===== src/rtl/perceptron_trainer.sv =====
// Training sequencer for the perceptron core: loads labelled samples, replays them
// per epoch and counts mismatches. Optional run-wide error counter: PERCEPTRON_TRAINER_ERR_TOTAL_EN.
module perceptron_trainer #(
  parameter int N_SAMPLES  = 8,
  parameter int MAX_EPOCHS = 15,
  parameter int SETTLE     = 3
) (
  input  logic        clk,
  input  logic        reset,
  input  logic        load_valid,
  input  logic [7:0]  load_data,
  output logic        load_ready,
  input  logic [7:0]  threshold_cfg,
  input  logic        start,
  output logic        busy,
  output logic        done,
  output logic        converged,
  output logic [3:0]  epoch,
  output logic [3:0]  errors,
  output logic [15:0] err_total,
  output logic [6:0]  p_in,
  output logic [7:0]  p_threshold,
  output logic        p_exp_res,
  input  logic [1:0]  p_result
);
  localparam int AW = $clog2(N_SAMPLES);
  localparam int CW = AW + 1;
  localparam int SW = $clog2(SETTLE);

  typedef enum logic [2:0] {IDLE, APPLY, WAIT, CHECK, EPOCH_END} state_t;

  state_t        state;
  logic [7:0]    mem [N_SAMPLES];
  logic [AW-1:0] wr_ptr, rd_idx;
  logic [CW-1:0] count;
  logic [SW-1:0] settle;
  logic          accept, start_ok, mismatch, last_sample;

  assign load_ready  = (state == IDLE) && !start;
  assign accept      = load_valid && load_ready;
  assign start_ok    = (state == IDLE) && start && (count != '0);
  assign mismatch    = p_result != (p_exp_res ? 2'b01 : 2'b11);
  assign last_sample = {1'b0, rd_idx} == (count - CW'(1));

  // Sample storage survives reset; only the pointer and count are cleared.
  always_ff @(posedge clk)
    if (accept) mem[wr_ptr] <= load_data;

  always_ff @(posedge clk or negedge reset) begin
    if (!reset) begin
      state       <= IDLE;
      busy        <= 1'b0;
      done        <= 1'b0;
      converged   <= 1'b0;
      epoch       <= '0;
      errors      <= '0;
      p_in        <= '0;
      p_threshold <= '0;
      p_exp_res   <= 1'b0;
      wr_ptr      <= '0;
      count       <= '0;
      rd_idx      <= '0;
      settle      <= '0;
    end else begin
      case (state)
        IDLE: begin
          if (accept) begin
            wr_ptr <= wr_ptr + AW'(1);
            if (count != CW'(N_SAMPLES)) count <= count + CW'(1);
          end
          if (start_ok) begin
            p_threshold <= threshold_cfg;
            done        <= 1'b0;
            converged   <= 1'b0;
            epoch       <= '0;
            errors      <= '0;
            busy        <= 1'b1;
            rd_idx      <= '0;
            state       <= APPLY;
          end
        end
        APPLY: begin
          p_in      <= mem[rd_idx][6:0];
          p_exp_res <= mem[rd_idx][7];
          settle    <= SW'(SETTLE - 1);
          state     <= WAIT;
        end
        WAIT: begin
          if (settle == '0) state <= CHECK;
          else              settle <= settle - SW'(1);
        end
        CHECK: begin
          if (mismatch && errors != 4'hF) errors <= errors + 4'd1;
          if (last_sample) state <= EPOCH_END;
          else begin
            rd_idx <= rd_idx + AW'(1);
            state  <= APPLY;
          end
        end
        EPOCH_END: begin
          if (errors == '0 || epoch == 4'(MAX_EPOCHS - 1)) begin
            converged <= (errors == '0);
            done      <= 1'b1;
            busy      <= 1'b0;
            state     <= IDLE;
          end else begin
            epoch  <= epoch + 4'd1;
            errors <= '0;
            rd_idx <= '0;
            state  <= APPLY;
          end
        end
        default: state <= IDLE;
      endcase
    end
  end

`ifdef PERCEPTRON_TRAINER_ERR_TOTAL_EN
  logic [15:0] err_cnt;
  always_ff @(posedge clk or negedge reset) begin
    if (!reset)                                           err_cnt <= '0;
    else if (start_ok)                                    err_cnt <= '0;
    else if (state == CHECK && mismatch && err_cnt != 16'hFFFF) err_cnt <= err_cnt + 16'd1;
  end
  assign err_total = err_cnt;
`else
  assign err_total = 16'd0;
`endif

endmodule


===== config.mk =====
export PLATFORM = sky130hd
export DESIGN_NAME = perceptron_trainer
export DESIGN_NICKNAME = d
export VERILOG_FILES = /design/src/rtl/perceptron_trainer.sv
export SDC_FILE = /design/constraint.sdc
export NUM_CORES = 1
export LEC_CHECK = 0
export BUFFER_PORTS_ARGS = -buffer_cell sky130_fd_sc_hd__buf_2
export CAP_MARGIN = 20
export CORE_UTILIZATION = 50
export DETAILED_ROUTE_END_ITERATION = 10
export MAX_ROUTING_LAYER = met4
export PLACE_DENSITY = 0.69
export SLEW_MARGIN = 20
export SYNTH_ARGS = -nofsm -noshare
export SYNTH_HDL_FRONTEND = slang
export SYNTH_SLANG_ARGS = --single-unit

===== constraint.sdc =====
create_clock -name clk -period 5.94 [get_ports clk]
set_input_delay 1.188 -clock clk [delete_from_list [all_inputs] [get_ports clk]]
set_output_delay 1.188 -clock clk [all_outputs]
set_load 0.03 [all_outputs]

=== Word-level counts from Yosys, hierarchy flattened ===
Memory sizes are Yosys's and may differ from the RTL's. A register that Yosys moved wholly into a read port is not among the register bits.
Index checks and enable logic that the tools add are counted.

* Add/sub/neg operators: 7
* $mul: 0
* Div/mod/pow operators: 0
* Magnitude comparators: 0
* Equal/unequal tests: 16
* Shifts and indexed selects: 0
* Muxes and demuxes: 28
* Bitwise operators: 0
* Reductions and logical operators: 24

{| class="wikitable"
|+ Operator list
! operator !! number
|-
| 3-bit two-way mux || 6
|-
| 4-bit two-way mux || 4
|-
| 3-bit one-hot mux with 5 select lines || 1
|-
| 2-bit inequality test (second input constant) || 7
|-
| 4-bit by 1-bit adder with 4-bit output (second input constant) || 3
|-
| 4-bit one-hot mux with 3 select lines || 1
|-
| 3-bit one-hot mux with 3 select lines || 1
|-
| 3-bit AND reduction || 3
|-
| 1-bit two-way mux || 8
|-
| 4-bit inequality test (second input constant) || 2
|-
| 4-bit one-hot mux with 2 select lines || 1
|-
| 2-bit AND reduction || 4
|-
| 4-bit AND reduction || 2
|-
| 3-bit by 1-bit adder with 3-bit output (second input constant) || 2
|-
| 3-bit by 2-bit == test with 1-bit output (second input constant) || 2
|-
| 1-bit one-hot mux with 2 select lines || 3
|-
| 1-bit logical AND || 5
|-
| 3-bit by 4-bit == test with 1-bit output || 1
|-
| 4-bit == test (second input constant) || 1
|-
| 4-bit logical NOT || 1
|-
| 2-bit two-way mux || 2
|-
| 2-bit one-hot mux with 2 select lines || 1
|-
| 2-bit nonzero test || 2
|-
| 4-bit nonzero test || 1
|-
| other kinds (10) || 11
|}

* Register bits after elaboration: 34
* Latch bits: 0
* Memory bits (writable): 64
* ROM bits: 0
* Input port bits: 22
* Output and inout port bits: 44
* Logic and storage cells: 87
* Memories kept: 1

{| class="wikitable"
|+ Memory list
! name !! words !! bits a word !! rd ports !! clocked after memory_dff !! wr ports !! RTL line !! text
|-
| mem || 8 || 8 || 1 || 1 || 1 || 33 || <nowiki>logic [7:0] mem [N_SAMPLES];</nowiki>
|}

=== Longest topological paths before layout ===
* Depth in word-level cells: 5
* Depth in mapped cells: 8
* Depth with buffers taken out: 7

=== Worst setup path before layout ===
OpenSTA, ideal clock, no wires.

* Path type: input port to flip-flop
* From: input start
* To: memory mem[1][0], enable pin
* Setup time: 0.383 ns
* Arrival: 2.711 ns
* Data required time: 5.557 ns
* Slack: 2.846 ns
* Stages: 5
* Path buffers: 1
* Cells stage by stage: nor4_4 -> and2_1 -> clkbuf_1 -> nand2_1 -> nor3_1

* Longest elaborated chain between the ends: 5

{| class="wikitable"
|+ Ends and longest elaborated chain
! item !! RTL line !! text
|-
| start, declared || 14 || <nowiki>input logic start,</nowiki>
|-
| 1-bit logical NOT || 39 || <nowiki>assign load_ready = (state == IDLE) && !start;</nowiki>
|-
| 1-bit logical AND || 39 ||
|-
| 1-bit logical AND || 40 || <nowiki>assign accept = load_valid && load_ready;</nowiki>
|-
| 1-bit two-way mux || 47 || <nowiki>if (accept) mem[wr_ptr] <= load_data;</nowiki>
|-
| 1-bit two-way mux (implied by the code) || 47 ||
|-
| end, declared || 33 ||
|}

No other way between the ends.

=== Final worst setup path ===
* From: input start
* To: output load_ready

* Longest elaborated chain between the ends: 2

{| class="wikitable"
|+ Ends and longest elaborated chain
! item !! RTL line !! text
|-
| 1-bit logical NOT || 39 ||
|-
| 1-bit logical AND || 39 ||
|-
| end, declared || 12 || <nowiki>output logic load_ready,</nowiki>
|}

No other way between the ends.

==> flow_metrics.py <==
metrics = {
    "layout": {
        "antenna_cells": 0,
        "drive_above_1_share_pct": 26.98,
        "finish.utilization_pct": 57.93,
        "fill_cells": 709,
        "area_growth_syn_to_layout_pct": 10.88,
        "nets": 394,
    },
    "synthesis": {
        "ys.flop_type": "edfxtp_1",
        "synth_most_common_cell": "edfxtp_1",
        "synth.top_cell.area_share_pct": 41.57,
        "synth.area.top_cells": "edfxtp_1, dfrtp_1, mux4_2",
        "ys_types": 43,
        "ys.warnings.count": 0,
        "synth_async_sr_flop_share_pct": 39.62,
        "synth_seq_cells": 106,
        "ys_seq_area_share_pct": 64.30,
        "ys_top_cells_by_count": "edfxtp_1, dfrtp_1, nand2_1, nor2_1, buf_4",
        "syn_inst": 313,
        "netlist_area_um2": 4623,
        "synth_edf_count": 64,
        "synth_area_leader_cell": "edfxtp_1",
        "syn_avg_cell_area_um2": 14.77,
    },
    "pwr": {
        "p_per_area_nw_per_um2": 477.6,
        "sw_frac_of_total_pct": 37.37,
        "power_switching_uw": 915.0,
        "p_int_uw": 1533,
        "power.share.clock_pct": 19.5,
        "peakVddDrop_uv": 219.0,
        "p_comb_share_pct": 34.8,
        "leakagePower_uw": 0.002004,
        "pwr-share-seq_pct": 45.7,
    },
    "routing": {
        "routed_via_density": 5.389,
        "wl_per_cell_um": 17.54,
        "postRouteWirelength_um": 8333,
        "drtAntennaViolNets": 0,
        "firstDrtPassIters": 8,
        "drc": 9,
        "dr_total_vias": 2560,
        "drt_iter0_drc": 176,
    },
    "cts": {
        "cts.clk_slew.worst_paths_ps": 90,
        "ctsHtreeMaxLevel": 3,
        "tritoncts": "built",
        "worstSkewPairLatency_ps": 360,
        "cts_sinks": 106,
        "clk_path_buf_depth": 2,
        "post-cts-setup-buffers": 0,
        "cts_buffers": 9,
        "ctsHoldBuffers": 0,
        "cts-resized-gates": 0,
        "ctsRootBufferMaster": "clkbuf_8",
    },
    "worst_setup_path": {
        "endpoint_kind": "output pin",
        "startpoint_type": "input pin",
        "r2r_slack_ps": 3550,
        "r2r_cells": 7,
        "slowest_stage": "buf_2",
        "cp_data_required_time_ps": 4750,
        "worst-path-stages": 3,
        "cp_common_cell": "buf_2",
        "timing.rr.start": "errors[0]",
        "critPathKind": "in2out",
        "crit_path_end": "load_ready",
        "cp.arrival_ps": 1780,
        "critPathBufInv": 2,
        "crit_family": "buffers and inverters",
        "max_stage_delay_ps": 260,
        "critPathMaxFanout": 3,
        "path_cells": "buf_2, nor4_4, buf_2",
        "cp-startpoint": "start",
        "r2r_end": "errors[3]",
    },
    "sta": {
        "slew_viol_final": 0,
        "worstMarginPinSlew_ps": 937.3,
        "fin_tns_setup_ps": 0,
        "rsz0062_at_grt": "no",
        "fin_crit_sh_pct": 49.97,
        "clock_skew_ps": 10.16,
        "period_needed_ps": 2968,
        "setup_viol": 0,
        "hold_viol": 0,
        "max_freq_mhz": 336.9,
        "relSlewSlack_pct": 37.24,
    },
    "global_route": {
        "gr-total-overflow": 0,
        "grt_pass1_wl_um": 13340,
        "grt_usage_pct": 19.13,
        "grt_max_degree": 43,
        "antenna_found_initial": 0,
        "grt_pass1_vias": 2501,
    },
    "worst_hold_path": {
        "min_path_type": "reg2reg",
    },
    "placed_design": {
        "hpwlAfterDp_um": 5992,
        "place_congestion": 0.8273,
        "place.port_buffers": 49,
    },
    "run_status": {
        "status": "complete, but fails checks",
        "violations": "design-rule violations",
    },
    "floorplan": {
        "initial_core_util_pct": 52.25,
        "fp.dieH_um": 98.16,
        "ioPinCount": 66,
        "die_area_um2": 9635,
        "coreArea_um2": 8848,
        "rows": 34,
        "die_w_um": 98.16,
    },
    "run": {
        "maxCapViolations": 0,
    },
}
-- routing by layer --
metal  up-vias  share of wire, %  global-route usage, %
met4         0              0.41                  4.133
met2        86                48                  28.87
li1       1214                 -                      -
met5         -                 0                      -
met1      1256                46                  26.37
met3         4               5.6                  5.011
-- stage by stage --
| stage | std cells | setup WS (ps) | total power (uW) | hold WS, ps | area, um^2 |
|---|---|---|---|---|---|
| after global routing | 475 | 2904 | 2611 | 528.3 | 5126 |
| after floorplan | 328 | 2846 | 1784 | 481.7 | 4679 |
| after CTS | 474 | 2961 | 2472 | 496.8 | 5105 |
| final | 475 | 2972 | 2448 | 490.5 | 5126 |
| after global placement | 458 | 2785 | 1971 | 459.4 | 4883 |
| after detailed placement | 458 | 2657 | 1995 | 474.2 | 4883 |
-- how the worst min path moves through the flow --
| stage | start | to | slack [ps] | cells past startpoint |
|---|---|---|---|---|
| 2_1_floorplan | settle[1] | settle[1] | 480 | 1 |
| 3_3_place_gp | done | done | 460 | 1 |
| 3_5_place_dp | done | done | 470 | 1 |
| 4_1_cts | done | done | 500 | 1 |
| 5_1_grt | p_threshold[3] | p_threshold[3] | 530 | 1 |
| 6_report | done | done | 490 | 1 |
-- worst register-to-register path: stages, from the launching register on --
cell      delay (ps)
dfrtp_1          420
inv_1            100
ha_1             150
nor3b_1          400
a311oi_1         170
a21oi_1          650
or2b_1           280
mux2i_1          130
-- placed cells by master (no fill, tap or decap), types with 3 or more instances in the layout --
cell type and count:
edfxtp_1 64, buf_2 50, dfrtp_1 41, nand2_1 21, nor2_1 21, mux4_2 16
conb_1 16, a21oi_1 14, mux2i_1 11, inv_1 10, xnor2_1 10, ha_1 10
mux2_2 9, clkbuf_8 9, o21ai_0 6, nor3_1 4, xor2_1 4, nand3_1 4
nand2b_1 3, nor3_2 3, nand3b_1 3, nand4_1 3
-- cell type report --
class / count / area [um^2] / share of cell area [%]
flip-flops and latches: 106 / 2974 / 58.02
multi-input cells: 184 / 1500 / 29.27
repair buffers: 51 / 257.7 / 5.028
well taps: 108 / 135.1 / 2.636
clock buffers: 9 / 123.9 / 2.416
clock inverters: 7 / 97.59 / 1.904
inverters: 10 / 37.54 / 0.7322
-- flip-flops by register name, summed over array words and instances (netlist names) --
register / cells
rd_idx: 3
epoch: 4
errors: 4
count: 4
busy: 1
p_threshold: 8
mem: 64
converged: 1
p_exp_res: 1
wr_ptr: 3
state: 3
p_in: 7
done: 1
settle: 2
-- power groups by stage --
stage | clock network (uW) | registers [uW] | logic [uW]
after floorplan | 0 | 1180 | 604
after global placement | 0 | 1130 | 844
after detailed placement | 0 | 1130 | 861
after CTS | 492 | 1120 | 863
after global routing | 518 | 1150 | 946
final | 478 | 1120 | 853
-- cells by family after synthesis --
kind of cell             count (synthesis)  synth area share, %
flip-flops                             106                64.30
XOR/XNOR                                14                2.652
AND/OR/NAND/NOR                         73                7.984
other                                    1              0.08111
multiplexers                            36                12.37
buffers and inverters                   38                4.899
adder cells (fa/ha/maj)                 10                2.706
AO/OA/AOI/OAI                           35                5.007
Note: power is estimated with default switching activity, not from simulation.
